## config.mk

```make
export PLATFORM = sky130hd
export DESIGN_NAME = regfile_port_ctrl_flat
export DESIGN_NICKNAME = d
export VERILOG_FILES = /design/src/rtl/regfile_port_ctrl_if.sv /design/src/rtl/regfile_port_ctrl.sv /design/src/flat_wrapper.sv
export SDC_FILE = /design/constraint.sdc
export NUM_CORES = 1
export LEC_CHECK = 0
export ABC_CLOCK_PERIOD_IN_PS = 4350
export CAP_MARGIN = 20
export CORE_MARGIN = 10
export CORE_UTILIZATION = 37
export CTS_BUF_LIST = sky130_fd_sc_hd__clkbuf_2
export DETAILED_ROUTE_END_ITERATION = 8
export PLACE_DENSITY = 0.89
export SYNTH_ARGS = -nofsm -noshare
export SYNTH_HDL_FRONTEND = slang
export SYNTH_SLANG_ARGS = --single-unit
export TNS_END_PERCENT = 10
```

## constraint.sdc

```tcl
create_clock -name clk -period 4.35 [get_ports clk]
set_clock_uncertainty 0.1 [all_clocks]
set_input_delay 0.87 -clock clk [delete_from_list [all_inputs] [get_ports clk]]
set_output_delay 0.87 -clock clk [all_outputs]
set_load 0.02 [all_outputs]
```

## src/rtl/regfile_port_ctrl_if.sv

```systemverilog
// Write-back request bundle for the register file port controller:
// two requesters (port 0 = ALU, port 1 = load unit) with valid/ready handshakes.
interface regfile_port_ctrl_if #(
  parameter int XLEN = 32,
  parameter int AW   = 5
);
  logic            req0_valid;
  logic [AW-1:0]   req0_addr;
  logic [XLEN-1:0] req0_data;
  logic            req0_ready;
  logic            req1_valid;
  logic [AW-1:0]   req1_addr;
  logic [XLEN-1:0] req1_data;
  logic            req1_ready;

  modport master (
    output req0_valid, req0_addr, req0_data,
    output req1_valid, req1_addr, req1_data,
    input  req0_ready, req1_ready
  );

  modport slave (
    input  req0_valid, req0_addr, req0_data,
    input  req1_valid, req1_addr, req1_data,
    output req0_ready, req1_ready
  );
endinterface

```

## src/rtl/regfile_port_ctrl.sv

```systemverilog
// Register file port controller: post-reset clearing of x1..x(2**AW-1),
// round-robin arbitration of two write-back requesters, and read bypass.
module regfile_port_ctrl #(
  parameter int XLEN = 32,
  parameter int AW   = 5
) (
  input  logic            clk,
  input  logic            reset,
  regfile_port_ctrl_if.slave req,
  input  logic [AW-1:0]   a1,
  input  logic [AW-1:0]   a2,
  output logic [AW-1:0]   rf_a1,
  output logic [AW-1:0]   rf_a2,
  input  logic [XLEN-1:0] rf_rd1,
  input  logic [XLEN-1:0] rf_rd2,
  output logic [XLEN-1:0] rd1,
  output logic [XLEN-1:0] rd2,
  output logic            rf_we,
  output logic [AW-1:0]   rf_a3,
  output logic [XLEN-1:0] rf_wd3,
  output logic            init_done,
  output logic            last_grant
);

  typedef enum logic {S_INIT, S_RUN} state_t;

  state_t          state, state_nxt;
  logic [AW-1:0]   cnt, cnt_nxt;
  logic            we_nxt, init_nxt, lg_nxt;
  logic [AW-1:0]   a3_nxt;
  logic [XLEN-1:0] wd3_nxt;
  logic            gnt0, gnt1, acc;
  logic [AW-1:0]   acc_addr;
  logic [XLEN-1:0] acc_data;

  // x0 reads zero; a write being presented this cycle wins over the array
  function automatic logic [XLEN-1:0] bypass(
    input logic [AW-1:0]   ra,
    input logic [XLEN-1:0] rf_rd,
    input logic            we,
    input logic [AW-1:0]   wa,
    input logic [XLEN-1:0] wd
  );
    if (ra == '0)              return '0;
    else if (we && (wa == ra)) return wd;
    else                       return rf_rd;
  endfunction

  assign rf_a1 = a1;
  assign rf_a2 = a2;
  assign rd1   = bypass(a1, rf_rd1, rf_we, rf_a3, rf_wd3);
  assign rd2   = bypass(a2, rf_rd2, rf_we, rf_a3, rf_wd3);

  // Under contention the port that did not win last time is served
  always_comb begin
    gnt0     = init_done & req.req0_valid & (~req.req1_valid | last_grant);
    gnt1     = init_done & req.req1_valid & (~req.req0_valid | ~last_grant);
    acc      = gnt0 | gnt1;
    acc_addr = gnt1 ? req.req1_addr : req.req0_addr;
    acc_data = gnt1 ? req.req1_data : req.req0_data;
  end

  assign req.req0_ready = gnt0;
  assign req.req1_ready = gnt1;

  always_comb begin
    state_nxt = state;
    cnt_nxt   = cnt;
    we_nxt    = 1'b0;
    a3_nxt    = rf_a3;
    wd3_nxt   = rf_wd3;
    init_nxt  = init_done;
    lg_nxt    = last_grant;
    case (state)
      S_INIT: begin
        we_nxt  = 1'b1;
        a3_nxt  = cnt;
        wd3_nxt = '0;
        cnt_nxt = cnt + 1'b1;
        if (cnt == '1) state_nxt = S_RUN;
      end
      S_RUN: begin
        // The first RUN cycle retires the final clear and opens the ports
        init_nxt = 1'b1;
        if (acc) begin
          we_nxt  = (acc_addr != '0);
          a3_nxt  = acc_addr;
          wd3_nxt = acc_data;
          lg_nxt  = gnt1;
        end
      end
    endcase
  end

  // Registered write port toward the register file
  always_ff @(posedge clk) begin
    if (reset) begin
      state      <= S_INIT;
      cnt        <= {{(AW-1){1'b0}}, 1'b1};
      rf_we      <= 1'b0;
      rf_a3      <= '0;
      rf_wd3     <= '0;
      init_done  <= 1'b0;
      last_grant <= 1'b1;
    end else begin
      state      <= state_nxt;
      cnt        <= cnt_nxt;
      rf_we      <= we_nxt;
      rf_a3      <= a3_nxt;
      rf_wd3     <= wd3_nxt;
      init_done  <= init_nxt;
      last_grant <= lg_nxt;
    end
  end

endmodule
```

## src/flat_wrapper.sv

```systemverilog
// flat-port wrapper written by rule: the top's interface ports become plain ports
module regfile_port_ctrl_flat 
#(
  parameter int XLEN = 32,
  parameter int AW   = 5
)
  (clk, reset, a1, a2, rf_a1, rf_a2, rf_rd1, rf_rd2, rd1, rd2, rf_we, rf_a3, rf_wd3, init_done, last_grant, req_req0_valid, req_req0_addr, req_req0_data, req_req1_valid, req_req1_addr, req_req1_data, req_req0_ready, req_req1_ready);
  regfile_port_ctrl_if #(.XLEN(XLEN), .AW(AW)) req_i ();
  input  logic clk;
  input  logic reset;
  input  logic [AW-1:0] a1;
  input  logic [AW-1:0] a2;
  output logic [AW-1:0] rf_a1;
  output logic [AW-1:0] rf_a2;
  input  logic [XLEN-1:0] rf_rd1;
  input  logic [XLEN-1:0] rf_rd2;
  output logic [XLEN-1:0] rd1;
  output logic [XLEN-1:0] rd2;
  output logic rf_we;
  output logic [AW-1:0] rf_a3;
  output logic [XLEN-1:0] rf_wd3;
  output logic init_done;
  output logic last_grant;
  input wire logic [$bits(req_i.req0_valid)-1:0] req_req0_valid;
  input wire logic [$bits(req_i.req0_addr)-1:0] req_req0_addr;
  input wire logic [$bits(req_i.req0_data)-1:0] req_req0_data;
  input wire logic [$bits(req_i.req1_valid)-1:0] req_req1_valid;
  input wire logic [$bits(req_i.req1_addr)-1:0] req_req1_addr;
  input wire logic [$bits(req_i.req1_data)-1:0] req_req1_data;
  output wire logic [$bits(req_i.req0_ready)-1:0] req_req0_ready;
  output wire logic [$bits(req_i.req1_ready)-1:0] req_req1_ready;
  assign req_i.req0_valid = req_req0_valid;
  assign req_i.req0_addr = req_req0_addr;
  assign req_i.req0_data = req_req0_data;
  assign req_i.req1_valid = req_req1_valid;
  assign req_i.req1_addr = req_req1_addr;
  assign req_i.req1_data = req_req1_data;
  assign req_req0_ready = req_i.req0_ready;
  assign req_req1_ready = req_i.req1_ready;
  regfile_port_ctrl #(.XLEN(XLEN), .AW(AW)) u_core (.clk(clk), .reset(reset), .req(req_i), .a1(a1), .a2(a2), .rf_a1(rf_a1), .rf_a2(rf_a2), .rf_rd1(rf_rd1), .rf_rd2(rf_rd2), .rd1(rd1), .rd2(rd2), .rf_we(rf_we), .rf_a3(rf_a3), .rf_wd3(rf_wd3), .init_done(init_done), .last_grant(last_grant));
endmodule
```

== Word level (Yosys, flattened, before mapping) ==
Index checks and enable logic that the tools add are counted.

* Register bits after elaboration: 46
* Output and inout port bits: 116

* Add/subtract/negate cells: 1
* Equal/unequal tests: 4
* Muxes and demuxes: 14
* Bitwise operators: 11
* Reduce and logical (&&, ||, !) cells: 6

{| class="wikitable"
|+ Operators by type and width
! cell !! count
|-
| $mux 32 || 6
|-
| $pmux 32 s2 || 1
|-
| $eq 5x5->1 || 2
|-
| $logic_not 5->1 || 2
|-
| $mux 5 || 2
|-
| $pmux 5 s2 || 1
|-
| $add 5x1->5 const B || 1
|-
| $eq 5x5->1 const B || 1
|-
| $reduce_bool 5->1 || 1
|-
| $and 1x1->1 || 4
|-
| $not 1->1 || 4
|-
| $mux 1 || 3
|-
| $or 1x1->1 || 3
|-
| $logic_and 1x1->1 || 2
|-
| $ne 2x2->1 const B || 1
|-
| $pmux 1 s2 || 1
|-
| $reduce_and 2->1 || 1
|}

== Depth between registers and ports, before layout ==
Gate-level depths: netlist of the first run.

* Depth after elaboration: 7
* Mapped depth: 7
* Depth with buffers taken out: 5

== Least setup slack after synthesis of the first run ==
OpenSTA, ideal clock, no wires.

* Path kind: input to output
* Start: input port a1[1]
* End: output port rd1[10]
* Arrival: 2.098 ns
* Data required time: 3.380 ns
* Slack: 1.282 ns
* Stages: 6
* Buffers on the path: 2
* Path through: xnor2_1 and2_1 clkbuf_1 and2_1 buf_4 o21ai_0

* Word-level cells in the longest chain between the ends: 4
* Elaborated cells on any way between the ends: 5

{| class="wikitable"
|+ RTL lines
! element !! RTL line !! source
|-
| start, declared || flat_wrapper.sv:11 || <nowiki>input logic [AW-1:0] a1;</nowiki>
|-
| $eq 5x5->1 || regfile_port_ctrl.sv:45 || <nowiki>else if (we && (wa == ra)) return wd;</nowiki>
|-
| $logic_and 1x1->1 || regfile_port_ctrl.sv:45 ||
|-
| $mux 32 || regfile_port_ctrl.sv:45 ||
|-
| $mux 32 * || regfile_port_ctrl.sv:44 || <nowiki>if (ra == '0) return '0;</nowiki>
|-
| end, declared || flat_wrapper.sv:17 || <nowiki>output logic [XLEN-1:0] rd1;</nowiki>
|}

Every way passes the cells marked *; elsewhere a longest branch is shown, timed or not.

== Worst setup path after layout of the first run ==
* Start: input port a2[3]
* End: output port rd2[2]

* Word-level cells in the longest chain between the ends: 4
* Elaborated cells on any way between the ends: 5

{| class="wikitable"
|+ RTL lines
! element !! RTL line !! source
|-
| start, declared || flat_wrapper.sv:12 || <nowiki>input logic [AW-1:0] a2;</nowiki>
|-
| $eq 5x5->1 || regfile_port_ctrl.sv:45 ||
|-
| $logic_and 1x1->1 || regfile_port_ctrl.sv:45 ||
|-
| $mux 32 || regfile_port_ctrl.sv:45 ||
|-
| $mux 32 * || regfile_port_ctrl.sv:44 ||
|-
| end, declared || flat_wrapper.sv:18 || <nowiki>output logic [XLEN-1:0] rd2;</nowiki>
|}

Marked as above.

==> run_results.csv, run 1 <==
group,metric,value,unit
status,outcome,"complete, no violations",
timing,fin_crit_sh,0.952,
timing,hold_violations,0,
drt,met1_length,6.30,mm
floorplan,die_h,115,µm
drt,num_vias,4556,
cts,cts_hold_buf,0,
timing,tightest_slew,0.743,ns
logic_synthesis,ys_top_cells_by_area,"dfxtp_1 27%, o21ai_0 14%, nand4_1 12%",
drt,maxUsedRoutingLayer,"met4",
cts,ctsResizeCount,0,
critical_path,end_kind,"output port",
grt,grt_usage,0.240,
grt,antenna_found_initial,0,
timing,drv_slew,0,
critical_path,crit_path_max_fanout,16,
placement,dp_hpwl,14.1,mm
logic_synthesis,synth_top_cell_by_area,"dfxtp_1",
floorplan,dieArea,13300,µm²
critical_path,crit_path_cell_trace,"clkdlybuf4s50_1, xor2_1, nor4_4, buf_4, nand4_1, o21ai_1, clkdlybuf4s50_1",
logic_synthesis,synth-seq-cells,46,
placement,port_buffers,267,
drt,finalWirelength,17.2,mm
floorplan,die_w,115,µm
timing,finalSetupViolations,0,
cts,clock-sinks,46,
critical_path,critPathMostFrequentCell,"clkdlybuf4s50_1",
floorplan,boundaryPins,268,
logic_synthesis,synth_top_area_share,0.275,
drt,wire_per_inst,20.9,µm
logic_synthesis,syn_area,3350,µm²
placement,placed_area,6060,µm²
timing,fin_ws,0.207,ns
drt,wl_met3,1.80,mm
logic_synthesis,ys_warn_count,0,
grt,grt_pass1_vias,4559,
cts,cts_buffers,5,
finish,final_layout_size_suffix_gt1_frac,0.0477,
logic_synthesis,synth_cell_types,34,
drt,viasPerCell,5.55,
critical_path,crit_path_start_kind,"input port",
pwr,vdd_drop_max,0.000125,V
cts,cts_root_buffer,"clkbuf_2",
critical_path,max_stage_delay,0.66,ns
cts,cts_tree,"built",
timing,holdWs,0.415,ns
pwr,power_density,171,nW/µm²
placement,globalplace.congestion,0.849,
logic_synthesis,async_flop_share,0,
finish,final_area,6100,µm²
finish,nets,866,
timing,fin_crit,4.14,ns
cts,clock_latency,0.42,ns
drt,detail-route-antenna-nets,0,
worst_hold_path,hp-class,"reg2reg",
finish,antenna_cells,0,
drt,drtPass1Iterations,6,
pwr,fin_total_pwr,1050,µW
placement,pre_cts_slack,0.204,ns
floorplan,start_util,0.382,
cts,htree_levels,2,
timing,max_freq,241,MHz
grt,grt_start_max_net_pins,65,
critical_path,arrival,3.17,ns
pwr,leakage,0.00249,µW
logic_synthesis,ys_seq_area_frac,0.275,
critical_path,critical_path_class,"in2out",
critical_path,slowest_stage,"clkdlybuf4s50_1",
finish,area_growth,82.0,%
timing,setup_tns,0,ns
critical_path,cp.required,3.38,ns
grt,grt_pass1_wl,25.7,mm
finish,fillers,697,
logic_synthesis,synth.avg_cell_area,7.06,µm²
logic_synthesis,synth_edf_count,0,
timing,slew_headroom,0.504,
logic_synthesis,synth_nets,629,
logic_synthesis,synth_cells,475,
floorplan,core,8760,µm²
cts,clockBufferDepth,2,
cts,path_clk_slew,0.23,ns
drt,drc,0,
flow_run,max_cap_viol_count,0,
drt,drtIter0Drc,338,
timing,rsz0062_at_grt,"false",
floorplan,rows,34,
drt,dr_wl_met2,8.55,mm
logic_synthesis,ys.flop_type,"dfxtp_1",
cts,cts_setup_buffers,0,
grt,grt.overflow.total,0,
## cells in the mapped netlist, drive strengths merged, types with 3 or more instances
library cell	count
xnor2	3
a21o	3
buf	29
nand2b	7
mux2i	34
nand2	100
o32ai	5
dfxtp	46
nor2	14
and2	5
xor2	9
nand4	64
clkbuf	28
o21ai	102
a211o	3
## sequential cells by signal, indices dropped and copies added (netlist names)
register	count
u_core.rf_wd3	32
u_core.cnt	5
u_core.rf_a3	5
u_core.init_done	1
u_core.last_grant	1
u_core.rf_we	1
u_core.state	1
## final timing paths
kind,from,to,slack (ns),depth (start not counted)
setup / recovery,a2[3],rd2[2],0.21,7
hold / removal,u_core.rf_wd3[20],u_core.rf_wd3[20],0.42,2
setup reg to reg,u_core.state,u_core.rf_wd3[25],2.07,5
hold reg to reg,u_core.rf_wd3[20],u_core.rf_wd3[20],0.42,2
## cells in the final DEF, fill, tap and decap left out, types with 2 or more instances in the layout
cell type and count:
inv_1 2, buf_12 2, clkbuf_2 5, o21ai_0 92, buf_4 18, nor2b_1 2, nand4_1 64, or4_1 2
o21ai_1 10, nand2b_1 7, nor2_1 13, clkdlybuf4s50_1 267, mux2i_1 34, and2_1 5, a21oi_1 2, dfxtp_1 46
o32ai_1 5, nand2_2 2, nor3_1 2, a211o_1 3, xnor2_1 3, ha_1 2, nor4_4 2, xor2_1 9
a21o_1 3, nand2_1 98
## worst max-delay path, delay by kind of cell
family / cells / cell delay [ns]
compound gates: 1 / 0.11
xor+xnor: 1 / 0.19
buf+inv: 3 / 1.44
simple gates: 2 / 0.55
## routing by layer
metal | global-route usage | vias up
li1 | - | 2165
met1 | 0.267 | 2085
met2 | 0.419 | 269
met3 | 0.0760 | 37
met4 | 0.0817 | 0
met5 | 0 | -
## cell families (layout without fill, tap and decap cells)
group	Yosys count	count (layout)	synth area share
buffers and inverters	59	297	0.0873
muxes	34	34	0.102
adders and majority gates	2	2	0.00746
and+or+nand+nor	202	202	0.302
DFF	46	46	0.275
AOI/OAI and AO/OA	120	120	0.195
xor gates and xnor gates	12	12	0.0314
## power by group
group / internal (µW) / switching [µW] / total [µW]
combinational: 240 / 193 / 433
sequential: 429 / 8.08 / 437
clock: 36.7 / 139 / 176
## per-stage QoR
step,std cells,utilization
final,821,0.696
after global routing,821,0.696
after CTS,821,0.696
after detailed placement,813,0.691
after global placement,813,0.691
after floorplan,475,-
## cell type report
type / instances / area (µm²) / share of cell area
Clock inverter: 3 / 16.3 / 0.00267
Tap cell: 108 / 135 / 0.0221
Inverter: 2 / 7.51 / 0.00123
Clock buffer: 5 / 25.0 / 0.00410
Timing Repair Buffer: 287 / 2850 / 0.467
Sequential cell: 46 / 921 / 0.151
Multi-Input combinational cell: 370 / 2150 / 0.352
Power figures use the tool's default switching activity.
==> run 2: changes to the inputs <==
- CORE_ASPECT_RATIO: not set -> 0.9
- PLACE_DENSITY: 0.89 -> 0.94
==> run 2 against run 1 <==
Effect of this change:
- power rose by 5.8%
- combinational power is essentially flat
- via count is 1.5% higher
- maximum frequency grew 0.76%
- critical path depth unchanged
- sequential share of layout area down 0.12 points
- count of clock-buffer cells in the layout unchanged
- global-route usage rose by 0.48 points
- cell area increased by 0.78%
- clock power rose by 36%
- largest cell class unchanged
==> run_results.csv, run 2 (synthesis results as in run 1) <==
group,metric,value,unit
status,outcome,"complete, no violations",
pwr,swShare,0.309,
pwr,vdd_drop_max,0.000167,V
timing,slew_headroom,0.539,
drt,drtIter0Drc,378,
finish,final_common_cell,"clkdlybuf4s50_1",
pwr,p_int,765,µW
drt,finalWirelength,17.4,mm
grt,grt_start_max_net_pins,65,
floorplan,die_h,110,µm
floorplan,rows,32,
floorplan,boundaryPins,268,
finish,fillers,688,
pwr,power.share.clock,0.216,
critical_path,slowest_stage,"clkdlybuf4s50_1",
floorplan,die_w,120,µm
pwr,comb_power_share,0.389,
drt,wire_per_inst,21.0,µm
cts,htree_levels,2,
cts,cts_buffers,5,
cts,clock-sinks,46,
drt,drc,0,
pwr,leakage,0.00250,µW
placement,placed_area,6080,µm²
finish,regMostFlops,"u_core.rf_wd3",
critical_path,end_kind,"output port",
pwr,fin_total_pwr,1110,µW
finish,final_area,6150,µm²
cts,cts_hold_buf,0,
flow_run,max_cap_viol_count,0,
timing,rsz0062_at_grt,"false",
floorplan,start_util,0.386,
grt,grt.overflow.total,0,
finish,layout_common_cells,"267 x clkdlybuf4s50_1, 98 x nand2_1, 92 x o21ai_0",
drt,num_vias,4625,
grt,antenna_found_initial,0,
grt,grt_pass1_wl,26.1,mm
cts,clockBufferDepth,2,
cts,cts_root_buffer,"clkbuf_2",
finish,fin_util,0.708,
pwr,power_density,180,nW/µm²
timing,setup_tns,0,ns
cts,clock_latency,0.43,ns
finish,nets,864,
grt,grt_usage,0.244,
timing,drv_slew,0,
timing,hold_violations,0,
drt,detail-route-antenna-nets,0,
critical_path,arrival,3.14,ns
finish,antenna_cells,0,
pwr,seq_power_share,0.395,
floorplan,core,8690,µm²
drt,drtPass1Iterations,5,
cts,cts_tree,"built",
pwr,p_switching,342,µW
finish,area_growth,83.4,%
critical_path,crit_path_start_kind,"input port",
worst_hold_path,hp-class,"reg2reg",
finish,final_layout_size_suffix_gt1_frac,0.0464,
finish,largest_reg_flops,32,
cts,cts_setup_buffers,0,
critical_path,critical_path_class,"in2out",
timing,tightest_slew,0.691,ns
floorplan,dieArea,13300,µm²
placement,port_buffers,267,
cts,path_clk_slew,0.25,ns
critical_path,max_stage_delay,0.57,ns
critical_path,critPathMostFrequentCell,"clkdlybuf4s50_1",
critical_path,crit_path_cell_trace,"clkdlybuf4s50_1, xor2_1, nor4_4, and2_1, buf_4, o21ai_0, clkdlybuf4s50_1",
timing,max_freq,243,MHz
drt,viasPerCell,5.57,
critical_path,cp.required,3.38,ns
critical_path,crit_path_max_fanout,19,
timing,finalSetupViolations,0,
placement,globalplace.congestion,0.865,
finish,reg_top3,"u_core.rf_wd3 (32), u_core.cnt (5), u_core.rf_a3 (5)",
timing,fin_crit_sh,0.945,
grt,grt_pass1_vias,4772,
timing,fin_crit,4.11,ns
cts,ctsResizeCount,0,
placement,dp_hpwl,14.3,mm
-- run 2: cell count changes in the layout (fill, tap and decap cells not counted), sizes merged --
cell	previous run	this run
bufinv	0	1
clkinvlp	1	0
buf	20	18
-- run 2: final timing paths --
kind / start / cells past startpoint / to / slack [ns]
setup / recovery: a2[3] / 7 / rd2[18] / 0.24
hold / removal: u_core.cnt[4] / 2 / u_core.rf_a3[4] / 0.42
setup reg to reg: u_core.state / 5 / u_core.rf_wd3[30] / 2.08
hold reg to reg: u_core.cnt[4] / 2 / u_core.rf_a3[4] / 0.42
-- run 2: final cells by class --
| class | instances | area, µm² | share of cell area |
|---|---|---|---|
| flip-flops and latches | 46 | 921 | 0.150 |
| well taps | 119 | 149 | 0.0242 |
| repair buffers | 285 | 2860 | 0.465 |
| clock inverters | 3 | 40.0 | 0.00651 |
| inverters | 2 | 7.51 | 0.00122 |
| clock buffers | 5 | 25.0 | 0.00407 |
| multi-input cells | 370 | 2150 | 0.349 |
-- run 2: layer usage --
| metal | vias up | part of all wire | global-route usage | wire length [µm] |
|---|---|---|---|---|
| met3 | 42 | 0.093 | 0.0752 | 1620 |
| li1 | 2165 | - | - | - |
| met4 | 0 | 0.030 | 0.0835 | 514 |
| met5 | - | 0 | 0 | 0 |
| met1 | 2151 | 0.37 | 0.259 | 6430 |
| met2 | 267 | 0.51 | 0.456 | 8850 |
-- run 2: metrics by stage --
stage          setup slack [ns]  hold WS (ns)  cells
2_1_floorplan              1.28         0.366    475
3_3_place_gp              0.310         0.377    822
3_5_place_dp              0.248         0.399    822
4_1_cts                   0.234         0.423    830
5_1_grt                  0.0932         0.453    830
6_report                  0.239         0.423    830
-- run 2: worst max-delay path, delay by kind of cell --
family / cells / cell delay [ns]
XOR/XNOR: 1 / 0.20
buffers and inverters: 3 / 1.29
AO/OA/AOI/OAI: 1 / 0.17
AND/OR/NAND/NOR: 2 / 0.60
-- run 2: power by group through the flow --
stage / clock network, µW / logic, µW / registers, µW
5_1_grt: 260 / 458 / 439
3_3_place_gp: 0 / 420 / 445
3_5_place_dp: 0 / 430 / 445
6_report: 239 / 430 / 438
4_1_cts: 244 / 432 / 437
2_1_floorplan: 0 / 162 / 447
==> run 3: changes to the inputs <==
- SKIP_LAST_GASP: not set -> 1
==> results of run 3 <==
Same layout as run 2: the final DEF is identical, and so are final timing and power.
==> variant 1, RTL diff (flow settings as in run 3) <==
`XLEN` is set to 32 in 3 places; all go to 40.
--- a/src/rtl/regfile_port_ctrl_if.sv
+++ b/src/rtl/regfile_port_ctrl_if.sv
@@ -1,7 +1,7 @@
 // Write-back request bundle for the register file port controller:
 // two requesters (port 0 = ALU, port 1 = load unit) with valid/ready handshakes.
 interface regfile_port_ctrl_if #(
-  parameter int XLEN = 32,
+  parameter int XLEN = 40,
   parameter int AW   = 5
 );
   logic            req0_valid;
--- a/src/rtl/regfile_port_ctrl.sv
+++ b/src/rtl/regfile_port_ctrl.sv
@@ -1,7 +1,7 @@
 // Register file port controller: post-reset clearing of x1..x(2**AW-1),
 // round-robin arbitration of two write-back requesters, and read bypass.
 module regfile_port_ctrl #(
-  parameter int XLEN = 32,
+  parameter int XLEN = 40,
   parameter int AW   = 5
 ) (
   input  logic            clk,
--- a/src/flat_wrapper.sv
+++ b/src/flat_wrapper.sv
@@ -1,7 +1,7 @@
 // flat-port wrapper written by rule: the top's interface ports become plain ports
 module regfile_port_ctrl_flat 
 #(
-  parameter int XLEN = 32,
+  parameter int XLEN = 40,
   parameter int AW   = 5
 )
   (clk, reset, a1, a2, rf_a1, rf_a2, rf_rd1, rf_rd2, rd1, rd2, rf_we, rf_a3, rf_wd3, init_done, last_grant, req_req0_valid, req_req0_addr, req_req0_data, req_req1_valid, req_req1_addr, req_req1_data, req_req0_ready, req_req1_ready);
Ports: changed (7 resized); port bits go from 268 to 324. No check against the original RTL was run, so the function may have changed too.
==> variant 1 against run 3 <==
- clock power up 7%
- wire length up 22%
- hold slack worse by 0.017 ns
- power up 19%
- synthesized area up 30%
- count of clock-buffer cells in the layout up 2
- sequential cell count up 8
- global-route usage down 0.79 points
- cell count up 20%
- utilization down 3.9 points
- worst setup slack better by 0.036 ns
- final area up 25%
- combinational power up 28%
- synthesized cell count up 19%
- largest cell class unchanged
==> variant 1: results (changes against run 3) <==
status complete, no violations (unchanged); worst slew pin tran 0.966 ns (was 0.691 ns); Worst VDD drop 0.155 mV (was 0.167 mV); worst hold-check path type flop to flop (unchanged); yosys warns 0 (unchanged); Pre-antenna DRT Iters 5 (unchanged); root buffer cell clkbuf_2 (unchanged); multiplexer area fraction after synthesis 9.62% (was 10.2%); fin nets 1028 (was 864); Post-Synth XOR/XNOR Area 2.40% (was 3.14%); Max clock buf depth 2 (unchanged); Top Registers u_core.rf_wd3: 40 flops, u_core.cnt: 5 flops, u_core.rf_a3: 5 flops (was u_core.rf_wd3: 32 flops, u_core.cnt: 5 flops, u_core.rf_a3: 5 flops); Initial DRC Count 449 (was 378); crit-path max cell delay 0.62 ns (was 0.57 ns); GRT Overall Usage 23.7% (was 24.4%); Post-synth top cells nand2_1, nand4_1, o21ai_2, dfxtp_1, mux2i_1 (was nand2_1, o21ai_0, nand4_1, dfxtp_1, mux2i_1); clk slew on worst S/H paths between 0.2 and 0.3 ns; async set-reset flop share out of synthesis 0% (unchanged); CTS resizes 0 (unchanged); pin count of the biggest net entering global routing 81 (was 65); Hold Crit Depth 2 (unchanged); Synth area leaders dfxtp_1, o21ai_2, nand4_1 (was dfxtp_1, o21ai_0, nand4_1); reg2reg path depth 4 (was 5); port buffer count 323 (was 267); vias in the first global route 5444 (was 4772); antenna diode count 0 (unchanged); sequential share of the synthesized area 24.7% (was 27.5%); H-tree depth 2 (unchanged); initial antenna violation count 0 (unchanged); syn_nets 753 (was 629); Compound-Gate Fraction of Synth Area 24.5% (was 19.5%); CTS Buf Count 5 (unchanged); Final Wtd Congestion 0.882 (was 0.865); first-pass GRT wire length 31300 um (was 26100 um); crit-path max FO 21 (was 19); reg2reg end u_core.rf_wd3[12] (was u_core.rf_wd3[30]); Critical R2R Launch u_core.state (unchanged); LEAKAGE 3.10 nW (was 2.50 nW); Detailed Place HPWL 16900 um (was 14300 um); post-DR vias/cell 5.45 (was 5.57); Worst-Skew Late Latency 0.41 ns (was 0.43 ns); cell family with most CP delay buffers and inverters (unchanged); Cell variety after synth 36 (was 34); hold wc startpoint u_core.cnt[4] (unchanged); Slowest-stage cell, CP clkdlybuf4s50_1 (unchanged); worst hold endpoint u_core.rf_a3[4] (unchanged); adder-cell share of the synthesized area 0.573% (was 0.747%); R2R Setup Slk 2.12 ns (was 2.08 ns); Setup Fix Bufs, Post-CTS 0 (unchanged); Routed WL 21300 um (was 17400 um); layout cell share with drive strength beyond 1 13.4% (was 4.64%)
## variant 1: cell types whose count changed after synthesis, moves of 5 or more
cell	delta
o21ai_2	+80
o21ai_0	-51
nand2_1	+24
nand4_1	+16
buf_12	+8
dfxtp_1	+8
mux2i_1	+8
o21ai_1	-5
## variant 1: per-layer routing
metal  up-vias  global-route usage, %  routed length (um)
met5         -                      0                   0
met1      2529                   27.4                8170
met2       306                   43.0               10800
met4         0                   5.03                 276
met3        16                   6.16                1990
li1       2592                      -                   -
## variant 1: layout make-up
| cell class | count | area, um2 |
|---|---|---|
| clock buffer | 7 | 35.0 |
| tap | 156 | 195 |
| sequential | 54 | 1080 |
| timing repair buffer | 337 | 3480 |
| multi-input combinational | 442 | 2850 |
| fill | 914 | 3800 |
| inverter | 2 | 7.51 |
| clock inverter | 1 | 30.0 |
## variant 1: per-stage QoR
step	std cells	setup WS, ns	area (um2)	hold slack (ns)
5_1_grt	999	0.162	7680	0.419
2_1_floorplan	567	1.51	4370	0.366
3_3_place_gp	991	0.313	7610	0.380
3_5_place_dp	991	0.278	7610	0.393
6_report	999	0.274	7680	0.406
4_1_cts	999	0.269	7680	0.404
## variant 1: worst max path at each step
stage	start	cells after the start	to
final	a1[3]	8	rd1[26]
after CTS	a1[3]	8	rd1[26]
after detailed placement	a1[3]	8	rd1[9]
after floorplan	a1[3]	5	rd1[0]
after global routing	a1[3]	8	rd1[26]
after global placement	a1[3]	8	rd1[11]
## variant 1: kinds of logic after synthesis
logic type      count (synthesis)
buf+inv                        71
compound gates                143
xor+xnor                       12
mux                            42
simple gates                  243
fa+ha+maj                       2
flops                          54
## variant 1: power breakdown
part	switching [W]	total [W]	internal [W]
Clock	0.000154	0.000256	0.000102
Sequential	0.00000917	0.000513	0.000503
Combinational	0.000243	0.000550	0.000308
Total	0.000405	0.00132	0.000913
## variant 1: tightest hold or removal path: cells and delay by family (launching register included)
family	cells	cell delay, ns
AOI/OAI and AO/OA	1	0.06
DFF	1	0.39
and+or+nand+nor	1	0.06
==> variant 2, RTL diff (flow settings as in run 3) <==
Made on the original files. Reset style: asynchronous (`reset`), changed in one clocked block.
--- a/src/rtl/regfile_port_ctrl.sv
+++ b/src/rtl/regfile_port_ctrl.sv
@@ -93,7 +93,7 @@
   end
 
   // Registered write port toward the register file
-  always_ff @(posedge clk) begin
+  always_ff @(posedge clk or posedge reset) begin
     if (reset) begin
       state      <= S_INIT;
       cnt        <= {{(AW-1){1'b0}}, 1'b1};
Check against the original RTL: differs if reset is asserted again (counterexample within 4 cycles, from zero or initial values and one cycle with reset high); with reset held inactive, the same outputs for 10 cycles.
==> variant 2 against run 3 <==
- synthesized area grew 4.4%
- sequential cell count is the same
- clock power shrank 22%
- worst setup slack lost 0.025 ns
- sequential share of layout area grew 3.5 points
- via count shrank 1.3%
- power grew 30%
- non-clock buffer count shrank 2
- wire length shrank 1.0%
- final area grew 1.8%
- critical path type unchanged
- largest cell class unchanged
==> variant 2: results (changes against run 3) <==
LEAKAGE 2.58 nW (was 2.50 nW); pin count of the biggest net entering global routing 65 (unchanged); R2R Setup Slk 2.20 ns (was 2.08 ns); sw frac 39.2% (was 30.9%); syn_nets 613 (was 629); vias in the first global route 4576 (was 4772); WP data arrival 3.17 ns (was 3.14 ns); met2 GRT Util 42.0% (was 45.6%); hold wc startpoint u_core.cnt[2] (was u_core.cnt[4]); clk slew on worst S/H paths about 0.26 ns; async set-reset flop share out of synthesis 100% (was 0%); GRT Overall Usage 23.1% (was 24.4%); worst slew pin tran 0.959 ns (was 0.691 ns); first-pass GRT wire length 25700 um (was 26100 um); fin nets 848 (was 864); Final Wtd Congestion 0.903 (was 0.865); Critical R2R Launch u_core.last_grant (was u_core.state); Pre-antenna DRT Iters 6 (was 5); Hold Crit Depth 1 (was 2); Top Registers u_core.rf_wd3: 32 flops, u_core.cnt: 5 flops, u_core.rf_a3: 5 flops (unchanged); Placed Area 0.00621 mm2 (was 0.00608 mm2); Biggest register u_core.rf_wd3 (unchanged); CTS resizes 0 (unchanged); Max clock buf depth 2 (unchanged); Initial DRC Count 482 (was 378); layout cell share with drive strength beyond 1 5.47% (was 4.64%); Detailed Place HPWL 13900 um (was 14300 um); worst hold endpoint u_core.cnt[2] (was u_core.rf_a3[4]); initial antenna violation count 0 (unchanged); M1 GR Usage 25.5% (was 25.9%); Routed WL 17200 um (was 17400 um); Worst VDD drop 0.134 mV (was 0.167 mV); crit-path max FO 32 (was 19); Worst-Skew Late Latency 0.43 ns (about the same); status complete, no violations (unchanged); port buffer count 267 (unchanged); H-tree depth 2 (unchanged); GRT met3 Usage 6.46% (was 7.52%); post-DR vias/cell 5.59 (was 5.57); antenna diode count 0 (unchanged); yosys warns 0 (unchanged); Cell variety after synth 31 (was 34); sequential share of the synthesized area 33.0% (was 27.5%); worst hold-check path type flop to flop (unchanged); CTS Buf Count 5 (unchanged); Synth area leaders dfrtp_1, o21ai_0, nand4_1 (was dfxtp_1, o21ai_0, nand4_1); Post-synth top cells nand2_1, o21ai_0, nand4_1, dfrtp_1, mux2i_1 (was nand2_1, o21ai_0, nand4_1, dfxtp_1, mux2i_1); reg2reg end u_core.rf_we (was u_core.rf_wd3[30]); root buffer cell clkbuf_2 (unchanged); reg2reg path depth 5 (unchanged); Setup Fix Bufs, Post-CTS 0 (unchanged)
variant 2: changes by cell type in the layout (fill, tap and decap cells not counted), sizes merged, moves of 3 or more:
cell and change:
mux2i +3, dfrtp +44, o32ai -5, a21o -3
mux2 +3, a211o -3, a21oi +3, dfxtp -46
nor2 -12, nand2b -6
variant 2: through the flow:
| stage | setup WS [ns] | power (W) | utilization, % | hold slack [ns] | std cells |
|---|---|---|---|---|---|
| CTS | 0.225 | 0.00144 | 68.3 | 0.430 | 817 |
| global placement | 0.299 | 0.00124 | 67.8 | 0.382 | 809 |
| detailed placement | 0.225 | 0.00126 | 67.8 | 0.402 | 809 |
| floorplan | 1.28 | 0.000836 | - | 0.359 | 459 |
| finish | 0.214 | 0.00144 | 68.3 | 0.435 | 817 |
| global route | 0.112 | 0.00150 | 68.3 | 0.446 | 817 |
variant 2: kinds of logic (layout without fill, tap and decap cells):
family	count (synthesis)	count (layout)	share of synthesized area, %
xor+xnor	13	13	3.25
flops	46	46	33.0
simple gates	189	189	27.1
mux	40	40	11.5
compound gates	111	111	16.1
buf+inv	58	294	8.33
fa+ha+maj	2	2	0.715
variant 2: worst max path at each step:
stage,slack (ns),cells past startpoint,from,end
floorplan,1.28,6,a1[1],rd1[10]
global placement,0.30,7,a1[2],rd1[13]
detailed placement,0.22,7,a1[0],rd1[13]
CTS,0.22,7,a1[0],rd1[13]
global route,0.11,7,a1[2],rd1[13]
finish,0.21,7,a1[2],rd1[13]
variant 2: routing by layer:
metal / vias up / part of all wire (%)
met3: 33 / 11
met4: 0 / 2.4
met1: 2163 / 35
li1: 2095 / -
met2: 276 / 52
met5: - / 0
variant 2: worst max-delay path: stages:
cell,delay [ns]
clkdlybuf4s50_1,0.46
xor2_1,0.19
nor4_4,0.39
buf_12,0.23
nand4_1,0.14
o21ai_0,0.16
clkdlybuf4s50_1,0.69
variant 2: final cells by class:
class	instances	area [um2]
Clock inverter	3	21.3
Sequential cell	46	1150
Tap cell	122	153
Inverter	3	11.3
Multi-Input combinational cell	355	2060
Clock buffer	5	25.0
Timing Repair Buffer	283	2830
Fill cell	747	2910
variant 2: power by group through the flow:
stage	logic (W)	registers [W]	clock network [W]
after floorplan	0.000271	0.000565	0
after global placement	0.000710	0.000529	0
after detailed placement	0.000727	0.000531	0
after CTS	0.000729	0.000524	0.000189
after global routing	0.000768	0.000530	0.000203
final	0.000724	0.000526	0.000186
